$ cat config.mk
export PLATFORM = sky130hd
export DESIGN_NAME = oam_sprite_scanner
export DESIGN_NICKNAME = d
export VERILOG_FILES = /design/src/rtl/oam_sprite_scanner.sv
export SDC_FILE = /design/constraint.sdc
export NUM_CORES = 1
export LEC_CHECK = 0
export ABC_AREA = 1
export BUFFER_PORTS_ARGS = -buffer_cell sky130_fd_sc_hd__buf_2
export CAP_MARGIN = 20
export CORE_MARGIN = 3
export CORE_UTILIZATION = 50
export DETAILED_ROUTE_END_ITERATION = 8
export PLACE_DENSITY = 0.76
export SYNTH_ARGS = -nofsm -noshare
export SYNTH_HDL_FRONTEND = slang
export SYNTH_SLANG_ARGS = --single-unit
$ cat constraint.sdc
create_clock -name clk -period 6 [get_ports clk]
set_input_delay 0.6 -clock clk [delete_from_list [all_inputs] [get_ports clk]]
set_output_delay 0.6 -clock clk [all_outputs]
set_load 0.02 [all_outputs]
$ cat src/rtl/oam_sprite_scanner.sv
// ---------------------------------------------------------------------------
// oam_sprite_scanner
//
// Per-scanline OAM search. On a start pulse the block walks all OAM entries
// in index order and keeps the first MAX_SPRITES entries whose vertical
// extent covers the requested line. The pixel renderer reads the selected
// entries back through a combinational slot read port while it draws.
//
// Ports:
//   clk, reset      system clock, synchronous active-high reset
//   start           one-cycle scan request; samples line/tall_sprites/
//                   sprite_enable on the same edge
//   line            current LY value
//   tall_sprites    0 = 8x8 sprites, 1 = 8x16 sprites
//   sprite_enable   when 0 the scan runs but stores nothing
//   oam_addr        registered OAM entry index driven to the OAM RAM
//   oam_y, oam_x    OAM entry bytes, valid one cycle after oam_addr
//   busy            scan in progress
//   done            one-cycle pulse when the scan has finished
//   count           number of valid slots
//   rd_slot         renderer slot select
//   rd_index        OAM index held in the selected slot (0 if invalid)
//   rd_x            X byte held in the selected slot (0 if invalid)
//   rd_row          sprite row for this line (0 if invalid)
// ---------------------------------------------------------------------------
module oam_sprite_scanner #(
    parameter int NUM_OBJECTS = 40,
    parameter int MAX_SPRITES = 10
) (
    input  logic       clk,
    input  logic       reset,
    input  logic       start,
    input  logic [7:0] line,
    input  logic       tall_sprites,
    input  logic       sprite_enable,
    output logic [5:0] oam_addr,
    input  logic [7:0] oam_y,
    input  logic [7:0] oam_x,
    output logic       busy,
    output logic       done,
    output logic [3:0] count,
    input  logic [3:0] rd_slot,
    output logic [5:0] rd_index,
    output logic [7:0] rd_x,
    output logic [3:0] rd_row
);

    typedef enum logic [1:0] {
        ST_IDLE = 2'd0,
        ST_SCAN = 2'd1,
        ST_DONE = 2'd2
    } state_t;

    state_t     state_q, state_d;
    logic [5:0] oam_addr_q, oam_addr_d;
    logic [5:0] cyc_q, cyc_d;          // edges seen since the start edge, minus one
    logic [3:0] count_q, count_d;
    logic [7:0] line_q, line_d;
    logic       tall_q, tall_d;
    logic       en_q, en_d;

    // Slot buffer: written one entry at a time in OAM order, read
    // combinationally by the renderer.
    logic [5:0] slot_index_q [MAX_SPRITES];
    logic [7:0] slot_x_q     [MAX_SPRITES];
    logic [3:0] slot_row_q   [MAX_SPRITES];

    // Evaluation pipeline. Entry k is addressed after edge E(k), its data
    // arrives after E(k+1) and is judged at E(k+2). cyc_q holds n-1 before
    // edge E(n), so the entry under evaluation is cyc_q-1.
    logic       eval_valid;
    logic [5:0] eval_index;
    logic [8:0] l_ext;
    logic [8:0] y_ext;
    logic [8:0] h_ext;
    logic       hit;
    logic [3:0] hit_row;
    logic       wr_en;

    always_comb begin
        eval_valid = (state_q == ST_SCAN) && (cyc_q != 6'd0);
        eval_index = cyc_q - 6'd1;
        l_ext      = {1'b0, line_q} + 9'd16;
        y_ext      = {1'b0, oam_y};
        h_ext      = tall_q ? 9'd16 : 9'd8;
        hit        = (l_ext >= y_ext) && (l_ext < (y_ext + h_ext));
        // Low four bits of (L - Y) only depend on the low four bits of each.
        hit_row    = l_ext[3:0] - oam_y[3:0];
        wr_en      = eval_valid && hit && en_q && (count_q < 4'(MAX_SPRITES));
    end

    always_comb begin
        state_d    = state_q;
        oam_addr_d = oam_addr_q;
        cyc_d      = cyc_q;
        count_d    = count_q;
        line_d     = line_q;
        tall_d     = tall_q;
        en_d       = en_q;
        case (state_q)
            ST_IDLE: begin
                if (start) begin
                    line_d     = line;
                    tall_d     = tall_sprites;
                    en_d       = sprite_enable;
                    count_d    = 4'd0;
                    oam_addr_d = 6'd0;
                    cyc_d      = 6'd0;
                    state_d    = ST_SCAN;
                end
            end
            ST_SCAN: begin
                cyc_d = cyc_q + 6'd1;
                if (oam_addr_q < 6'(NUM_OBJECTS - 1)) begin
                    oam_addr_d = oam_addr_q + 6'd1;
                end
                if (wr_en) begin
                    count_d = count_q + 4'd1;
                end
                // The last entry is judged on this edge; finish here.
                if (cyc_q == 6'(NUM_OBJECTS)) begin
                    state_d = ST_DONE;
                end
            end
            ST_DONE: begin
                state_d = ST_IDLE;
            end
            default: begin
                state_d = ST_IDLE;
            end
        endcase
    end

    always_ff @(posedge clk) begin
        if (reset) begin
            state_q    <= ST_IDLE;
            oam_addr_q <= 6'd0;
            cyc_q      <= 6'd0;
            count_q    <= 4'd0;
            line_q     <= 8'd0;
            tall_q     <= 1'b0;
            en_q       <= 1'b0;
        end else begin
            state_q    <= state_d;
            oam_addr_q <= oam_addr_d;
            cyc_q      <= cyc_d;
            count_q    <= count_d;
            line_q     <= line_d;
            tall_q     <= tall_d;
            en_q       <= en_d;
        end
    end

    // Slot contents need no reset: count gates every read.
    always_ff @(posedge clk) begin
        if (wr_en && !reset) begin
            slot_index_q[count_q] <= eval_index;
            slot_x_q[count_q]     <= oam_x;
            slot_row_q[count_q]   <= hit_row;
        end
    end

    always_comb begin
        rd_index = 6'd0;
        rd_x     = 8'd0;
        rd_row   = 4'd0;
        // count never exceeds MAX_SPRITES, so this also blocks
        // out-of-range slot selects.
        if (rd_slot < count_q) begin
            rd_index = slot_index_q[rd_slot];
            rd_x     = slot_x_q[rd_slot];
            rd_row   = slot_row_q[rd_slot];
        end
    end

    assign oam_addr = oam_addr_q;
    assign count    = count_q;
    assign busy     = (state_q == ST_SCAN);
    assign done     = (state_q == ST_DONE);

endmodule
==> metrics.md, run 1 <==
| Metric | Value |
|---|---|
| Post-synth cell types | `43` |
| DP Cell Count | `1101` |
| DIE WIDTH | `142 um` |
| Grt total ovfl | `0` |
| Hold WC Path Type | `in -> reg` |
| Worst-path fanout max | `18` |
| Ys flop type | `edfxtp_1` |
| Area leader, netlist | `edfxtp_1` |
| Post-route insts no fill | `1142` |
| Clk buf depth | `3` |
| Core Area | `18100 um^2` |
| WL per Instance | `19.1 um` |
| Share of post-route cells with drive strength above 1 | `0.135` |
| Final worst-path cycle share | `0.623` |
| CTS root buf | `clkbuf_16` |
| Vias in the first global route | `6316` |
| Switch Pwr | `0.000769 W` |
| I/O pin cnt | `63` |
| Die height | `142 um` |
| Die area | `20100 um^2` |
| Clk sinks | `208` |
| R2R depth | `18` |
| Syn-to-layout area delta | `12.0%` |
| RSZ-0062 raised after global routing | `no` |
| Commonest cells post-synth | `nand2_1 (213), edfxtp_1 (180), nand3_1 (93)` |
| Critical Path End Type | `register` |
| Status | `complete, no violations` |
| Clk_lat worst skew | `0.50 ns` |
| Mapped Nets | `911` |
| Clock Pin Slew Worst Setup and Hold Paths | `0.06 ns` |
| Count of input and output buffers | `62` |
| Cells after Synth | `849` |
| DRC | `0` |
| NumNets Final | `962` |
| Fin Setup TNS | `0 ns` |
| Fmax | `267 MHz` |
| Slew Limit Fails | `0` |
| Clock skew | `0.00642 ns` |
| Internal Pwr Total | `0.00238 W` |
| Routed Antenna Nets | `0` |
| Routed vias | `6408` |
| Clk pwr share | `0.389` |
| # Post-CTS Setup Buffers | `0` |
| Vias per cell | `5.61` |
| Lkg Pwr | `4.07 nW` |
| Comb power frac | `0.100` |
| Final Wtd Congestion | `0.851` |
| Final min period | `3.74 ns` |
| Pin count of the biggest net entering global routing | `92` |
| Post-CTS sizing | `0` |
| Worst slew pin tran | `1.05 ns` |
| Max rail drop VDD | `0.191 mV` |
| Num rows | `49` |
| Final hold vios | `0` |
| Register share of total power | `0.511` |
| Max-capacitance violation count | `0` |
| Power Dens Cells | `305 nW/um^2` |
| Synth warn | `0` |
| CP required | `6.11 ns` |
| Initial antenna violation count | `0` |
| Top cells by area, synth | `edfxtp_1 (58%), nand2_1 (8.7%), dfxtp_1 (6.1%)` |
| Setup crit start kind | `register` |
| CTS Buf Count | `22` |
| Cts hold-fix bufs | `0` |
| Post-synth EDFFs | `180` |
| # diodes | `0` |
| Final wirelength | `21.9 mm` |
| Switching Share | `0.244` |
| Global-route wire length before repair | `34.5 mm` |
| Rel. slew slack | `0.301` |
| TritonCTS clock tree | `yes` |
| Max H-tree Level | `1` |
| Synth Area per Inst | `10.9 um^2` |
| FF+latch count, synth | `208` |
| Iter 0 DRT Violations | `627` |
| Pre-Repair DR Iteration Count | `4` |
| Worst EP arrival | `3.85 ns` |
| FF-to-FF Start | `tall_q$_SDFFE_PP0P_` |
| Cell count of the worst hold path | `3` |
| HP Start | `tall_sprites` |
| Post-synth top area share | `0.585` |
| Sequential element share of the synthesized area | `0.646` |
| CP Launch Point | `tall_q$_SDFFE_PP0P_` |
| DP Wirelength | `13.5 mm` |
| Post-Synthesis Cell Area | `9240 um^2` |
| Most common cell in the netlist | `nand2_1` |
| GRT Util Overall | `0.219` |
| Initial Util | `0.511` |
| Crit path kind | `reg -> reg` |
| Post-synth ARST share | `0` |
| # setup viols final | `0` |
==> cells by family after synthesis <==
logic type / Yosys count / synth area share
compound gates: 120 / 0.0787
buf+inv: 108 / 0.0517
flops: 208 / 0.646
simple gates: 372 / 0.172
xor+xnor: 12 / 0.0114
fa+ha+maj: 29 / 0.0409
==> layout make-up <==
cell class                 instances  area (um^2)
clock inverter                    11         47.5
timing repair buffer              67          379
clock buffer                      26          587
tap                              229          287
fill                            1470         7740
inverter                          68          258
multi-input combinational        533         2820
sequential                       208         5970
==> placed cells by master, fill, tap and decap left out, drive strengths merged, types with 2 or more instances in the layout <==
master  Yosys  routed
xor2       11      11
fa          2       2
clkinv      1      12
o211ai     17      17
nor3        8       8
ha         27      27
nand2     219     219
buf        34      67
nand4       2       2
a21oi      56      56
a22oi      18      18
nor2       47      47
edfxtp    180     180
nand3      93      93
clkbuf      6      26
inv        67      67
dfxtp      28      28
o21ai      21      21
==> state kept, by name, summed over array words and instances, names as in the netlist, 2 cells and up <==
register,count
slot_x_q,80
slot_row_q,40
line_q,8
oam_addr,6
count,4
slot_index_q,60
state_q,2
cyc_q,6
==> worst paths after layout <==
kind | end | slack, ns
worst max-delay path | slot_x_q[4][0]$_DFFE_PP_ | 2.26
worst min-delay path | tall_q$_SDFFE_PP0P_ | 0.33
worst max register to register | slot_x_q[4][0]$_DFFE_PP_ | 2.26
worst min register to register | en_q$_SDFFE_PP0P_ | 0.48
==> worst max-delay path: stages (launching register included) <==
cell     delay [ns]
dfxtp_1        0.31
inv_1          0.11
ha_1           0.18
inv_1          0.05
fa_1           0.39
nor3_1         0.24
xor2_1         0.19
ha_1           0.25
nand2_1        0.08
inv_1          0.04
nand2_1        0.05
nand3_1        0.07
nor2_1         0.09
nand2_1        0.07
inv_2          0.07
nand2_4        0.09
nor2_8         0.14
nand2_2        0.10
nor2_2         0.80
==> per-stage QoR <==
stage | power, W | cell area, um^2 | hold WS, ns | setup slack (ns) | utilization
floorplan | 0.00184 | 9240 | 0.433 | 2.34 | -
global placement | 0.00195 | 9650 | 0.454 | 2.04 | 0.534
detailed placement | 0.00195 | 9650 | 0.471 | 1.90 | 0.534
CTS | 0.00316 | 10300 | 0.314 | 2.14 | 0.569
global route | 0.00325 | 10300 | 0.343 | 1.96 | 0.572
finish | 0.00315 | 10300 | 0.332 | 2.26 | 0.572
==> power groups by stage <==
stage	Sequential, W	Combinational [W]	Clock (W)
floorplan	0.00164	0.000204	0
global route	0.00161	0.000352	0.00129
global placement	0.00164	0.000305	0
detailed placement	0.00164	0.000313	0
CTS	0.00161	0.000315	0.00124
finish	0.00161	0.000316	0.00122
==> metal layers <==
metal,track usage,wire length (um),vias up
li1,-,-,3040
met1,0.298,9040,3062
met2,0.347,10100,252
met3,0.0558,2030,54
met4,0.0737,679,0
met5,0,0,-
No activity file was read; power rests on OpenSTA's default activity.
==> run 2, diff against run 1 <==
- PLACE_DENSITY: 0.76 -> 0.79
- clock period: 6 -> 3.3 ns (I/O delays scaled with it)
==> run 2 against run 1 <==
Utilization rose by 2.6 points. Final cell count up 2.5%. Critical path depth increased by 2. Non-clock buffer count up 29. Setup slack worse by 2.1 ns. Hold slack got worse by 0.25 ns. Via count rose by 3.3%. Clock skew grew 0.0045 ns. Sequential share of layout area decreased by 2.5 points. Design area grew 4.5%. Clock-buffer cell count increased by 2. Global-route usage fell by 0.52 points. Critical path type unchanged. Critical endpoint is now slot_index_q[8][1]$_DFFE_PP_. Largest cell class unchanged.
==> metrics.md, run 2 (synthesis results as in run 1) <==
| Metric | Value |
|---|---|
| Lkg Pwr | `4.29 nW (+5.2%)` |
| Slew Limit Fails | `0 (unchanged)` |
| Setup WS pre-CTS | `0.0889 ns (-1.81 ns)` |
| Commonest non-fill, non-tap cell in the layout | `nand2_1` |
| Clock Pin Slew Worst Setup and Hold Paths | `0.06 ns (about the same)` |
| Post-route cell area | `10800 um^2 (+4.5%)` |
| Worst-path fanout max | `7 (-11)` |
| Crit path kind | `reg -> reg` |
| Clk buf depth | `3 (unchanged)` |
| Final Wtd Congestion | `0.873 (+2.6%)` |
| Routed vias | `6619 (+3.3%)` |
| Count of input and output buffers | `62 (unchanged)` |
| Cell count of the worst hold path | `3 (unchanged)` |
| Fillcell total | `1374 (-6.5%)` |
| Die height | `142 um (unchanged)` |
| I/O pin cnt | `63 (unchanged)` |
| Num rows | `49 (unchanged)` |
| Hold WC Path Type | `in -> reg` |
| Commonest non-fill, non-tap cells in the layout | `nand2_1 (212), edfxtp_1 (180), nand3_1 (93)` |
| CP required | `3.51 ns (-2.60 ns)` |
| DIE WIDTH | `142 um (unchanged)` |
| TritonCTS clock tree | `yes` |
| Worst EP arrival | `3.35 ns (-0.50 ns)` |
| Comb power frac | `0.103 (+0.003)` |
| Largest Register | `slot_x_q` |
| # diodes | `0 (unchanged)` |
| Max H-tree Level | `1 (unchanged)` |
| Vias in the first global route | `6446 (+2.1%)` |
| Die area | `20100 um^2 (unchanged)` |
| Internal Pwr Total | `0.00443 W (+86%)` |
| R2R depth | `20 (+2)` |
| Final worst-path cycle share | `0.949 (+0.326)` |
| Switching Share | `0.236 (-0.00823)` |
| Final hold vios | `0 (unchanged)` |
| Initial Util | `0.511 (unchanged)` |
| Hold Slack | `0.0780 ns (-0.254 ns)` |
| NumNets Final | `989 (+2.8%)` |
| Worst slew pin tran | `0.996 ns (-0.0509 ns)` |
| Min-Delay Endpoint | `tall_q$_SDFFE_PP0P_` |
| Final wirelength | `22.1 mm (+1.3%)` |
| Register share of total power | `0.504 (-0.007)` |
| Pin count of the biggest net entering global routing | `91 (-1.1%)` |
| CTS Buf Count | `20 (-9.1%)` |
| Post-route insts no fill | `1170 (+2.5%)` |
| Clk pwr share | `0.393 (+0.004)` |
| Initial antenna violation count | `0 (unchanged)` |
| # setup viols final | `0 (unchanged)` |
| Largest registers | `slot_x_q (80), slot_index_q (60), slot_row_q (40)` |
| Fin worst setup slack | `0.169 ns (-2.09 ns)` |
| Syn-to-layout area delta | `17.0%` |
| WL per Instance | `18.9 um (-1.1%)` |
| Global-route wire length before repair | `33.7 mm (-2.3%)` |
| DP Cell Count | `1124 (+2.1%)` |
| Grt total ovfl | `0 (unchanged)` |
| Clk_lat worst skew | `0.50 ns (about the same)` |
| Final min period | `3.13 ns (-0.608 ns)` |
| Clock skew | `0.0109 ns (+0.00449 ns)` |
| Max rail drop VDD | `0.301 mV (+58%)` |
| Share of post-route cells with drive strength above 1 | `0.168 (+0.0332)` |
| FF-to-FF Start | `tall_q$_SDFFE_PP0P_` |
| Max FFs per register | `80 (unchanged)` |
| Flop2flop setup slack | `0.17 ns (-2.09 ns)` |
| Clk sinks | `208 (unchanged)` |
| GRT Util Overall | `0.214 (-0.00516)` |
| Vias per cell | `5.66 (+0.82%)` |
| Setup crit start kind | `register` |
| Post-DP Area | `9950 um^2 (+3.1%)` |
| Register area | `5970 um^2 (about the same)` |
| Worst R2R End | `slot_index_q[8][1]$_DFFE_PP_` |
| DRC | `0 (unchanged)` |
| DP Wirelength | `14.2 mm (+4.5%)` |
| Status | `complete, no violations` |
| Power Dens Cells | `537 nW/um^2 (+76%)` |
| CTS root buf | `clkbuf_16` |
| Iter 0 DRT Violations | `791 (+26%)` |
| HP Start | `tall_sprites` |
| Area occupied by multi-input gates | `2890 um^2 (+2.4%)` |
| Critical Path End Type | `register` |
| Switch Pwr | `0.00137 W (+78%)` |
| Pre-Repair DR Iteration Count | `5 (+1)` |
| Core Area | `18100 um^2 (unchanged)` |
| Cts hold-fix bufs | `0 (unchanged)` |
| Rel. slew slack | `0.334 (+0.0324)` |
| Routed Antenna Nets | `0 (unchanged)` |
| Fmax | `319 MHz (+19%)` |
| Max-capacitance violation count | `0 (unchanged)` |
| CP Launch Point | `tall_q$_SDFFE_PP0P_` |
## run 2: changes by cell type in the layout (fill, tap and decap cells not counted), moves of 2 or more
cell and delta:
buf_12 +11, buf_4 +14, buf_6 +3, bufinv_16 +2
clkbuf_1 +3, clkinv_1 -4, nand2_4 +2, nor2_2 -7
nor2_4 +7
## run 2: stage by stage
stage               total power [W]  TNS, ns  utilization
floorplan                   0.00335   -17.66            -
global placement            0.00355        0        0.550
detailed placement          0.00357        0        0.550
CTS                         0.00580        0        0.586
global route                0.00599  -0.0305        0.598
finish                      0.00580        0        0.598
## run 2: final cells by class
| cell class | count | share of cell area |
|---|---|---|
| inverters | 68 | 0.0238 |
| well taps | 229 | 0.0265 |
| repair buffers | 96 | 0.0704 |
| clock inverters | 8 | 0.00810 |
| flip-flops and latches | 208 | 0.552 |
| multi-input cells | 533 | 0.267 |
| clock buffers | 28 | 0.0520 |
## run 2: power groups by stage
stage	Clock [W]	Sequential [W]	Combinational, W
2_1_floorplan	0	0.00298	0.000371
3_3_place_gp	0	0.00298	0.000568
3_5_place_dp	0	0.00298	0.000583
4_1_cts	0.00229	0.00293	0.000588
5_1_grt	0.00240	0.00293	0.000660
6_report	0.00228	0.00293	0.000597
## run 2: critical path, stage by stage, from the launching register on
cell       delay, ns
dfxtp_2         0.32
inv_2           0.07
ha_4            0.13
inv_1           0.04
fa_2            0.35
nor3_2          0.15
xor2_1          0.17
ha_1            0.25
nand2_2         0.07
inv_1           0.04
nand2_1         0.06
nand3_1         0.07
nor2_1          0.09
nand2_1         0.07
inv_2           0.08
nand2_4         0.09
nor2_8          0.15
buf_12          0.12
nand2_4         0.07
nor2_4          0.24
clkbuf_16       0.20
## run 2: what timing repair did
item | CTS | global route
resized for setup | 0 | 21
hold endpoints to repair | 0 | 0
buffers inserted | 0 | 7
setup endpoints to repair | 0 | 180
## run 2: metal layers
layer  global-route usage  part of all wire
met4               0.0692             0.024
met3               0.0363             0.078
met1                0.293              0.41
met5                    0                 0
met2                0.351              0.49
## run 2: worst max-delay path by stage
stage | end | cells past startpoint
floorplan | slot_index_q[0][0]$_DFFE_PP_ | 18
global placement | slot_x_q[8][5]$_DFFE_PP_ | 19
detailed placement | slot_x_q[9][2]$_DFFE_PP_ | 19
CTS | slot_x_q[9][6]$_DFFE_PP_ | 19
global route | slot_x_q[8][0]$_DFFE_PP_ | 20
finish | slot_index_q[8][1]$_DFFE_PP_ | 20
